===== config.mk =====
export PLATFORM = sky130hd
export DESIGN_NAME = ucaspian_dendrite_flat
export DESIGN_NICKNAME = d
export VERILOG_FILES = /design/src/rtl/ucaspian_pkg.sv /design/src/rtl/ucaspian_dendrite_if.sv /design/src/rtl/dp_ram_16x256.sv /design/src/rtl/ucaspian_dendrite.sv /design/src/flat_wrapper.sv
export SDC_FILE = /design/constraint.sdc
export NUM_CORES = 2
export LEC_CHECK = 0
export CAP_MARGIN = 20
export CORE_ASPECT_RATIO = 0.6
export CORE_MARGIN = 4
export CORE_UTILIZATION = 30
export DETAILED_ROUTE_END_ITERATION = 8
export PLACE_DENSITY = 0.49
export RECOVER_POWER = 100
export SYNTH_ARGS = -nofsm -noshare
export SYNTH_HDL_FRONTEND = slang
export SYNTH_HIERARCHICAL = 1
export SYNTH_SLANG_ARGS = --single-unit

===== constraint.sdc =====
create_clock -name clk -period 32 [get_ports clk]
set_input_delay 4.8 -clock clk [delete_from_list [all_inputs] [get_ports clk]]
set_output_delay 4.8 -clock clk [all_outputs]
set_load 0.005 [all_outputs]

===== src/rtl/ucaspian_pkg.sv =====
// Shared sizes, FSM encoding and saturating add for the uCaspian dendrite stage.
package ucaspian_pkg;
    localparam int unsigned NEURONS = 256;
    localparam int unsigned ADDR_W  = 8;
    localparam int unsigned ACC_W   = 16;

    typedef enum logic [2:0] {INIT, ACCUM, FLUSH, DRAIN, CLEAR} dend_state_e;

    // Clamp to the ACC_W range instead of wrapping; overflow shows as a sign/guard bit mismatch.
    function automatic logic signed [ACC_W-1:0] sat_add(input logic signed [ACC_W-1:0] acc,
                                                        input logic signed [7:0]       w8);
        logic signed [ACC_W:0] s;
        s = {acc[ACC_W-1], acc} + {{(ACC_W-7){w8[7]}}, w8};
        if (s[ACC_W] != s[ACC_W-1])
            return s[ACC_W] ? {1'b1, {(ACC_W-1){1'b0}}} : {1'b0, {(ACC_W-1){1'b1}}};
        return s[ACC_W-1:0];
    endfunction
endpackage


===== src/rtl/ucaspian_dendrite_if.sv =====
// Fire input, drained-charge output and step/clear control of the dendrite stage.
interface ucaspian_dendrite_if;
    import ucaspian_pkg::*;

    logic                     enable;
    logic                     clear_act;
    logic                     clear_done;
    logic                     step_drain;
    logic                     drain_done;
    logic                     step_done;
    logic [ADDR_W-1:0]        dend_addr;
    logic signed [7:0]        dend_charge;
    logic                     dend_vld;
    logic                     dend_rdy;
    logic [ADDR_W-1:0]        neur_addr;
    logic signed [ACC_W-1:0]  neur_charge;
    logic                     neur_vld;
    logic                     neur_rdy;

    modport slave (
        input  enable, clear_act, step_drain, dend_addr, dend_charge, dend_vld, neur_rdy,
        output clear_done, drain_done, step_done, dend_rdy, neur_addr, neur_charge, neur_vld
    );

    modport master (
        output enable, clear_act, step_drain, dend_addr, dend_charge, dend_vld, neur_rdy,
        input  clear_done, drain_done, step_done, dend_rdy, neur_addr, neur_charge, neur_vld
    );
endinterface


===== src/rtl/dp_ram_16x256.sv =====
// 16x256 simple dual-port RAM: one write port, one registered read port (read-old on collision).
module dp_ram_16x256 (
    input  logic        clk,
    input  logic        i_we,
    input  logic [7:0]  i_waddr,
    input  logic [15:0] i_wdata,
    input  logic        i_re,
    input  logic [7:0]  i_raddr,
    output logic [15:0] o_rdata
);
    logic [15:0] r_mem [0:255];

    always_ff @(posedge clk) begin
        if (i_we) r_mem[i_waddr] <= i_wdata;
        if (i_re) o_rdata <= r_mem[i_raddr];
    end
endmodule


===== src/rtl/ucaspian_dendrite.sv =====
// Dendritic accumulator: per-neuron saturating charge sums over a time step,
// drained in address order to the neuron stage on step_drain.
module ucaspian_dendrite
    import ucaspian_pkg::*;
(
    input  logic               clk,
    input  logic               reset,
    ucaspian_dendrite_if.slave bus
);
    dend_state_e r_state, w_next;
    logic [ADDR_W:0] r_ptr;

    logic                    r_s1_vld, r_s1_fwd, r_s2_vld;
    logic [ADDR_W-1:0]       r_s1_addr, r_s2_addr;
    logic signed [7:0]       r_s1_chg, r_s2_chg;
    logic signed [ACC_W-1:0] r_s1_fwd_data, r_s2_acc;
    logic signed [ACC_W-1:0] w_s2_sum, w_s1_acc, w_rdata, w_wdata;

    logic                    r_dv, r_neur_vld, r_drain_done, r_step_done;
    logic [ADDR_W-1:0]       r_daddr, r_neur_addr;
    logic signed [ACC_W-1:0] r_neur_charge;

    logic              w_rdy, w_accept, w_to_clear, w_ptr_done, w_s0_fwd;
    logic              w_hs, w_consume, w_issue, w_final, w_rd_zero;
    logic              w_we, w_re;
    logic [ADDR_W-1:0] w_waddr, w_raddr;

    dp_ram_16x256 u_ram (
        .clk    (clk),
        .i_we   (w_we),
        .i_waddr(w_waddr),
        .i_wdata(w_wdata),
        .i_re   (w_re),
        .i_raddr(w_raddr),
        .o_rdata(w_rdata)
    );

    assign w_ptr_done = (r_ptr == (ADDR_W+1)'(NEURONS));
    assign w_rdy      = (r_state == ACCUM) && bus.enable && !bus.step_drain;
    assign w_accept   = bus.dend_vld && w_rdy;
    assign w_to_clear = bus.enable && bus.clear_act && (r_state != CLEAR);

    // A read issued while S2 writes the same entry returns stale data; S2 in turn beats that capture.
    assign w_s0_fwd = w_accept && w_we && (w_waddr == bus.dend_addr);
    assign w_s2_sum = sat_add(r_s2_acc, r_s2_chg);
    assign w_s1_acc = (r_s2_vld && (r_s2_addr == r_s1_addr)) ? w_s2_sum :
                      r_s1_fwd ? r_s1_fwd_data : w_rdata;

    // Drain scan: one read in flight (r_dv) feeding a single output holding register.
    assign w_hs      = r_neur_vld && bus.neur_rdy;
    assign w_rd_zero = (w_rdata == '0);
    assign w_consume = r_dv && (!r_neur_vld || w_hs);
    assign w_issue   = !w_ptr_done && (!r_dv || w_consume);
    assign w_final   = (r_state == DRAIN) && w_ptr_done && (!r_neur_vld || w_hs) && !(r_dv && !w_rd_zero);

    always_comb begin
        w_we    = 1'b0;
        w_waddr = '0;
        w_wdata = '0;
        w_re    = 1'b0;
        w_raddr = '0;
        if (bus.enable) begin
            unique case (r_state)
                INIT, CLEAR: begin
                    w_we    = !w_ptr_done;
                    w_waddr = r_ptr[ADDR_W-1:0];
                end
                ACCUM, FLUSH: begin
                    w_we    = r_s2_vld;
                    w_waddr = r_s2_addr;
                    w_wdata = w_s2_sum;
                    w_re    = w_accept;
                    w_raddr = bus.dend_addr;
                end
                DRAIN: begin
                    w_we    = w_hs;
                    w_waddr = r_neur_addr;
                    w_re    = w_issue;
                    w_raddr = r_ptr[ADDR_W-1:0];
                end
                default: ;
            endcase
        end
    end

    always_comb begin
        w_next = r_state;
        if (w_to_clear) begin
            w_next = CLEAR;
        end else if (bus.enable) begin
            unique case (r_state)
                INIT:    if (w_ptr_done) w_next = ACCUM;
                ACCUM:   if (bus.step_drain) w_next = FLUSH;
                FLUSH:   if (!r_s1_vld && !r_s2_vld) w_next = DRAIN;
                DRAIN:   if (w_final) w_next = ACCUM;
                CLEAR:   if (w_ptr_done && !bus.clear_act) w_next = ACCUM;
                default: w_next = INIT;
            endcase
        end
    end

    always_ff @(posedge clk or negedge reset) begin
        if (!reset) r_state <= INIT;
        else        r_state <= w_next;
    end

    always_ff @(posedge clk or negedge reset) begin
        if (!reset) begin
            r_ptr         <= '0;
            r_s1_vld      <= 1'b0;
            r_s1_fwd      <= 1'b0;
            r_s1_addr     <= '0;
            r_s1_chg      <= '0;
            r_s1_fwd_data <= '0;
            r_s2_vld      <= 1'b0;
            r_s2_addr     <= '0;
            r_s2_chg      <= '0;
            r_s2_acc      <= '0;
            r_dv          <= 1'b0;
            r_daddr       <= '0;
            r_neur_vld    <= 1'b0;
            r_neur_addr   <= '0;
            r_neur_charge <= '0;
            r_drain_done  <= 1'b0;
            r_step_done   <= 1'b0;
        end else begin
            r_drain_done <= 1'b0;
            r_step_done  <= (r_state == ACCUM) && !r_s1_vld && !r_s2_vld && !bus.dend_vld;
            if (w_to_clear) begin
                r_ptr      <= '0;
                r_s1_vld   <= 1'b0;
                r_s2_vld   <= 1'b0;
                r_dv       <= 1'b0;
                r_neur_vld <= 1'b0;
            end else if (bus.enable) begin
                r_s1_vld      <= w_accept;
                r_s1_addr     <= bus.dend_addr;
                r_s1_chg      <= bus.dend_charge;
                r_s1_fwd      <= w_s0_fwd;
                r_s1_fwd_data <= w_wdata;
                r_s2_vld      <= r_s1_vld;
                r_s2_addr     <= r_s1_addr;
                r_s2_chg      <= r_s1_chg;
                r_s2_acc      <= w_s1_acc;
                case (r_state)
                    INIT, CLEAR: if (!w_ptr_done) r_ptr <= r_ptr + 1'b1;
                    FLUSH: begin
                        r_ptr <= '0;
                        r_dv  <= 1'b0;
                    end
                    DRAIN: begin
                        if (w_issue) begin
                            r_ptr   <= r_ptr + 1'b1;
                            r_daddr <= r_ptr[ADDR_W-1:0];
                            r_dv    <= 1'b1;
                        end else if (w_consume) begin
                            r_dv <= 1'b0;
                        end
                        if (w_consume && !w_rd_zero) begin
                            r_neur_vld    <= 1'b1;
                            r_neur_addr   <= r_daddr;
                            r_neur_charge <= w_rdata;
                        end else if (w_hs) begin
                            r_neur_vld <= 1'b0;
                        end
                        r_drain_done <= w_final;
                    end
                    default: ;
                endcase
            end
        end
    end

    assign bus.dend_rdy    = w_rdy;
    assign bus.clear_done  = (r_state == CLEAR) && w_ptr_done && bus.clear_act;
    assign bus.drain_done  = r_drain_done;
    assign bus.step_done   = r_step_done;
    assign bus.neur_vld    = r_neur_vld;
    assign bus.neur_addr   = r_neur_addr;
    assign bus.neur_charge = r_neur_charge;
endmodule


===== src/flat_wrapper.sv =====
// flat-port wrapper written by rule: the top's interface ports become plain ports
module ucaspian_dendrite_flat import ucaspian_pkg::*;
  (clk, reset, bus_enable, bus_clear_act, bus_step_drain, bus_dend_addr, bus_dend_charge, bus_dend_vld, bus_neur_rdy, bus_clear_done, bus_drain_done, bus_step_done, bus_dend_rdy, bus_neur_addr, bus_neur_charge, bus_neur_vld);
  ucaspian_dendrite_if bus_i ();
  input  logic clk;
  input  logic reset;
  input wire logic [$bits(bus_i.enable)-1:0] bus_enable;
  input wire logic [$bits(bus_i.clear_act)-1:0] bus_clear_act;
  input wire logic [$bits(bus_i.step_drain)-1:0] bus_step_drain;
  input wire logic [$bits(bus_i.dend_addr)-1:0] bus_dend_addr;
  input wire logic [$bits(bus_i.dend_charge)-1:0] bus_dend_charge;
  input wire logic [$bits(bus_i.dend_vld)-1:0] bus_dend_vld;
  input wire logic [$bits(bus_i.neur_rdy)-1:0] bus_neur_rdy;
  output wire logic [$bits(bus_i.clear_done)-1:0] bus_clear_done;
  output wire logic [$bits(bus_i.drain_done)-1:0] bus_drain_done;
  output wire logic [$bits(bus_i.step_done)-1:0] bus_step_done;
  output wire logic [$bits(bus_i.dend_rdy)-1:0] bus_dend_rdy;
  output wire logic [$bits(bus_i.neur_addr)-1:0] bus_neur_addr;
  output wire logic [$bits(bus_i.neur_charge)-1:0] bus_neur_charge;
  output wire logic [$bits(bus_i.neur_vld)-1:0] bus_neur_vld;
  assign bus_i.enable = bus_enable;
  assign bus_i.clear_act = bus_clear_act;
  assign bus_i.step_drain = bus_step_drain;
  assign bus_i.dend_addr = bus_dend_addr;
  assign bus_i.dend_charge = bus_dend_charge;
  assign bus_i.dend_vld = bus_dend_vld;
  assign bus_i.neur_rdy = bus_neur_rdy;
  assign bus_clear_done = bus_i.clear_done;
  assign bus_drain_done = bus_i.drain_done;
  assign bus_step_done = bus_i.step_done;
  assign bus_dend_rdy = bus_i.dend_rdy;
  assign bus_neur_addr = bus_i.neur_addr;
  assign bus_neur_charge = bus_i.neur_charge;
  assign bus_neur_vld = bus_i.neur_vld;
  ucaspian_dendrite u_core (.clk(clk), .reset(reset), .bus(bus_i));
endmodule

==> impl_metrics.env <==
export IMPL_io_pins=52
export IMPL_worstHoldStart="u_core/r_s1_fwd_data[1]"
export IMPL_hold_path_endpoint="u_core/r_s1_fwd_data[1]"
export IMPL_grtUsageTotal_pct=17.55
export IMPL_fmax_mhz=49.76
export IMPL_grt_setup_unrepaired="no"
export IMPL_required_ns=32.64
export IMPL_timing_slew_headroom_pct=-461.3
export IMPL_post_cts_buffers=0
export IMPL_final_core_util_pct=34.15
export IMPL_power_density_nw_per_um2=58.36
export IMPL_crit_fanout=120
export IMPL_synthToLayoutAreaGrowth_pct=13.36
export IMPL_grt_overflow=0
export IMPL_drt_wl_total_um=515600
export IMPL_antenna_found_initial=36
export IMPL_leakage_nw=55.71
export IMPL_vias_per_cell=5.389
export IMPL_synth_edf_count=4112
export IMPL_clock_sinks=4227
export IMPL_worst_clock_skew_ns=0.05736
export IMPL_nets=8519
export IMPL_whs_ns=0.4816
export IMPL_n_fill_cell=51541
export IMPL_cts_buffers=377
export IMPL_ys_seq_area_share_pct=76.16
export IMPL_power_w=0.01098
export IMPL_setup_violations=0
export IMPL_yosys_warnings=6
export IMPL_cts_max_path_buffers=4
export IMPL_holdPathStages=2
export IMPL_crit_type="primary input to flip-flop"
export IMPL_post_route_min_period_ns=20.10
export IMPL_post_route_drc_count=0
export IMPL_dp_hpwl_um=317300
export IMPL_finalWeightedCongestion=0.8542
export IMPL_cts_max_level=5
export IMPL_worstPathArrival_ns=20.74
export IMPL_hold_viol=0
export IMPL_r2r_start="u_core/r_state[1]"
export IMPL_cts_hold_buf=0
export IMPL_worstHoldPathType="flip-flop to flip-flop"
export IMPL_drt_iter0_drc=12253
export IMPL_layout_drive_gt1_share_pct=20.16
export IMPL_clk_pin_slew_worst_paths_ns=0.06
export IMPL_ys_seq_elements=4227
export IMPL_rrSetupSlack_ns=16.51
export IMPL_syn_cell_area_um2=165900
export IMPL_grt_pass1_vias=82750
export IMPL_violations="max-capacitance violations, max-slew violations"
export IMPL_avgSynthCellArea_um2=20.58
export IMPL_die_area_um2=565400
export IMPL_synthFlopType="edfxtp_1"
export IMPL_drt_pass1_iterations=6
export IMPL_insertion_delay_ns=0.97
export IMPL_tns_ns=0
export IMPL_post_route_period_util_pct=62.81
export IMPL_start_kind="primary input"
export IMPL_grt_max_degree=159
export IMPL_wire_per_inst_um=31.92
export IMPL_port_buffers=51
export IMPL_critPathCaptureType="flip-flop"
export IMPL_rr_worst_depth=13
export IMPL_irDropWorstVdd_v=0.00004070
export IMPL_start_util_pct=30.13
export IMPL_vias=87054
export IMPL_die_w_um=968.1
export IMPL_worstMarginPinSlew_ns=8.419
export IMPL_async_flop_share_pct=2.721
export IMPL_ys_types=91
export IMPL_postSynthCellCount=8062
export IMPL_maxCapViolCount=166
export IMPL_row_count=211
export IMPL_synth_nets=8104
export IMPL_cts_root_buffer="clkbuf_16"
export IMPL_antenna_violating_nets_post_route=0
export IMPL_reg2reg_to="u_core/u_ram/o_rdata[0]"
export IMPL_status="finished with violations"
export IMPL_coreArea_um2=550700
export IMPL_grt_pass1_wl_um=702700
export IMPL_cts_tree="yes"
export IMPL_final_max_slew_viol_count=6037
export IMPL_cts_resized=0
export IMPL_die_h_um=584.0
-- cell usage in the layout, fill, tap and decap left out, drive strengths merged, types with 13 or more instances in the layout --
cell	netlist	final
nand4	33	33
a211oi	21	21
nor2b	23	23
edfxtp	4112	4112
mux2	160	160
clkinv	0	181
o221ai	254	254
mux4	797	797
bufinv	0	40
a21oi	246	246
o32ai	21	21
nand2b	14	14
clkbuf	246	784
o31ai	19	19
o21ai	84	84
nor4	26	26
ha	18	18
inv	21	31
nor2	341	341
clkinvlp	0	16
mux2i	581	581
maj3	13	13
a22o	39	39
nand2	95	95
nand3	43	43
dlygate4sd3	0	31
o22ai	153	153
a22oi	45	45
nor3	101	101
clkdlybuf4s50	0	19
a221oi	38	38
buf	250	148
o211ai	15	15
dfrtp	115	115
and3	16	16
-- routing by layer --
| layer | share of wire [%] | routed length [um] | vias to the layer above | global-route usage, % |
|---|---|---|---|---|
| li1 | - | - | 34727 | - |
| met1 | 46 | 237300 | 47383 | 27.54 |
| met2 | 39 | 199900 | 4380 | 22.85 |
| met3 | 13 | 69570 | 546 | 7.180 |
| met4 | 1.7 | 8749 | 18 | 2.508 |
| met5 | 0.024 | 123 | - | 0 |
-- worst max-delay path, stage by stage --
cell and delay, ns:
dlygate4sd3_1 0.54, clkbuf_1 1.01, nand2b_2 0.20, or2_0 0.42, o21ai_0 1.19, clkbuf_1 2.53, buf_12 0.57, clkbuf_1 2.29
clkbuf_1 2.43, clkbuf_1 1.84, mux4_2 0.46, mux4_2 0.54, a22o_1 0.30, o32ai_1 0.91, nor4_1 0.18
-- synth_stat cells, drive strengths merged, types with 3 or more instances --
| master | n | share of area (%) |
|---|---|---|
| and2 | 4 | 0.015 |
| clkbuf | 246 | 0.56 |
| or3 | 6 | 0.023 |
| o221ai | 254 | 1.3 |
| o211ai | 15 | 0.079 |
| xnor2 | 12 | 0.063 |
| o32ai | 21 | 0.12 |
| mux2 | 160 | 1.1 |
| nor2 | 341 | 0.78 |
| and3 | 16 | 0.060 |
| nand2 | 95 | 0.21 |
| edfxtp | 4112 | 74 |
| nand4 | 33 | 0.12 |
| o2111ai | 3 | 0.016 |
| mux4 | 797 | 11 |
| xor2 | 11 | 0.058 |
| o21ai | 84 | 0.26 |
| nor3b | 12 | 0.054 |
| buf | 250 | 1.2 |
| o31ai | 19 | 0.086 |
| ha | 18 | 0.14 |
| or2 | 8 | 0.030 |
| a22oi | 45 | 0.20 |
| a2111oi | 7 | 0.048 |
| nand2b | 14 | 0.057 |
| a21o | 12 | 0.054 |
| nand3 | 43 | 0.13 |
| mux2i | 581 | 3.5 |
| and4 | 3 | 0.016 |
| nor2b | 23 | 0.088 |
| o22ai | 153 | 0.59 |
| dfrtp | 115 | 1.7 |
| maj3 | 13 | 0.087 |
| a31oi | 11 | 0.041 |
| nand3b | 3 | 0.014 |
| nor4 | 26 | 0.10 |
| inv | 21 | 0.048 |
| a22o | 39 | 0.21 |
| a211oi | 21 | 0.095 |
| nand4b | 4 | 0.021 |
| a221oi | 38 | 0.21 |
| nor3 | 101 | 0.31 |
| a21oi | 246 | 0.75 |
-- layout make-up --
class                   instances  area (um2)  area share, %
inverters                      21       91.34        0.04857
multi-input cells            3318       36920          19.63
clock buffers                 450        9863          5.245
repair buffers                532        3137          1.668
clock inverters               247        2474          1.315
diodes                         10       25.02        0.01331
flip-flops and latches       4227      126400          67.19
well taps                    7348        9194          4.889
-- report_power, final --
part | total (W) | internal, W | leakage, nW | switching (W)
registers | 0.00604 | 0.00602 | 39.6 | 0.0000268
clock network | 0.00464 | 0.00254 | 6.01 | 0.00211
logic | 0.000289 | 0.0000831 | 10.1 | 0.000206
total | 0.0110 | 0.00864 | 55.7 | 0.00234
-- registers in the layout (all words and copies together) (netlist names), 9 cells and up --
register	flops
u_core/bus.neur_charge	16
u_core/r_ptr	9
u_core/r_s1_fwd_data	16
u_core/r_s2_acc	16
u_core/u_ram/o_rdata	16
u_core/u_ram/r_mem	4096
-- worst max-delay path by stage --
| stage | start | end | cells past startpoint | slack, ns |
|---|---|---|---|---|
| 2_1_floorplan | bus_enable | u_core/u_ram/r_mem[0][14] | 5 | 18.20 |
| 4_1_cts | bus_enable | u_core/u_ram/o_rdata[12] | 17 | 19.81 |
| 5_1_grt | bus_enable | u_core/u_ram/o_rdata[11] | 15 | 11.20 |
| 3_5_place_dp | bus_enable | u_core/u_ram/o_rdata[12] | 17 | 18.81 |
| 3_3_place_gp | bus_enable | u_core/u_ram/o_rdata[4] | 18 | 18.65 |
| 6_report | bus_enable | u_core/u_ram/o_rdata[0] | 15 | 11.90 |
-- stage by stage --
stage | setup WS [ns] | instances | instance area [um2]
after floorplan | 18.20 | 8062 | 165900
after CTS | 19.81 | 16124 | 189500
after detailed placement | 18.81 | 15427 | 177200
after global routing | 11.20 | 16145 | 188000
final | 11.90 | 16153 | 188100
after global placement | 18.65 | 15406 | 176900
-- cells by family (layout without fill, tap and decap cells) --
kind of cell / after synthesis / in the layout / share of synthesized area (%)
adder cells (fa/ha/maj): 32 / 32 / 0.2353
XOR/XNOR: 23 / 23 / 0.1214
AND/OR/NAND/NOR: 742 / 742 / 2.094
AO/OA/AOI/OAI: 983 / 983 / 4.171
flip-flops: 4227 / 4227 / 76.16
buffers and inverters: 517 / 1250 / 1.802
other: 0 / 10 / 0
multiplexers: 1538 / 1538 / 15.42
Power figures use the tool's default switching activity.
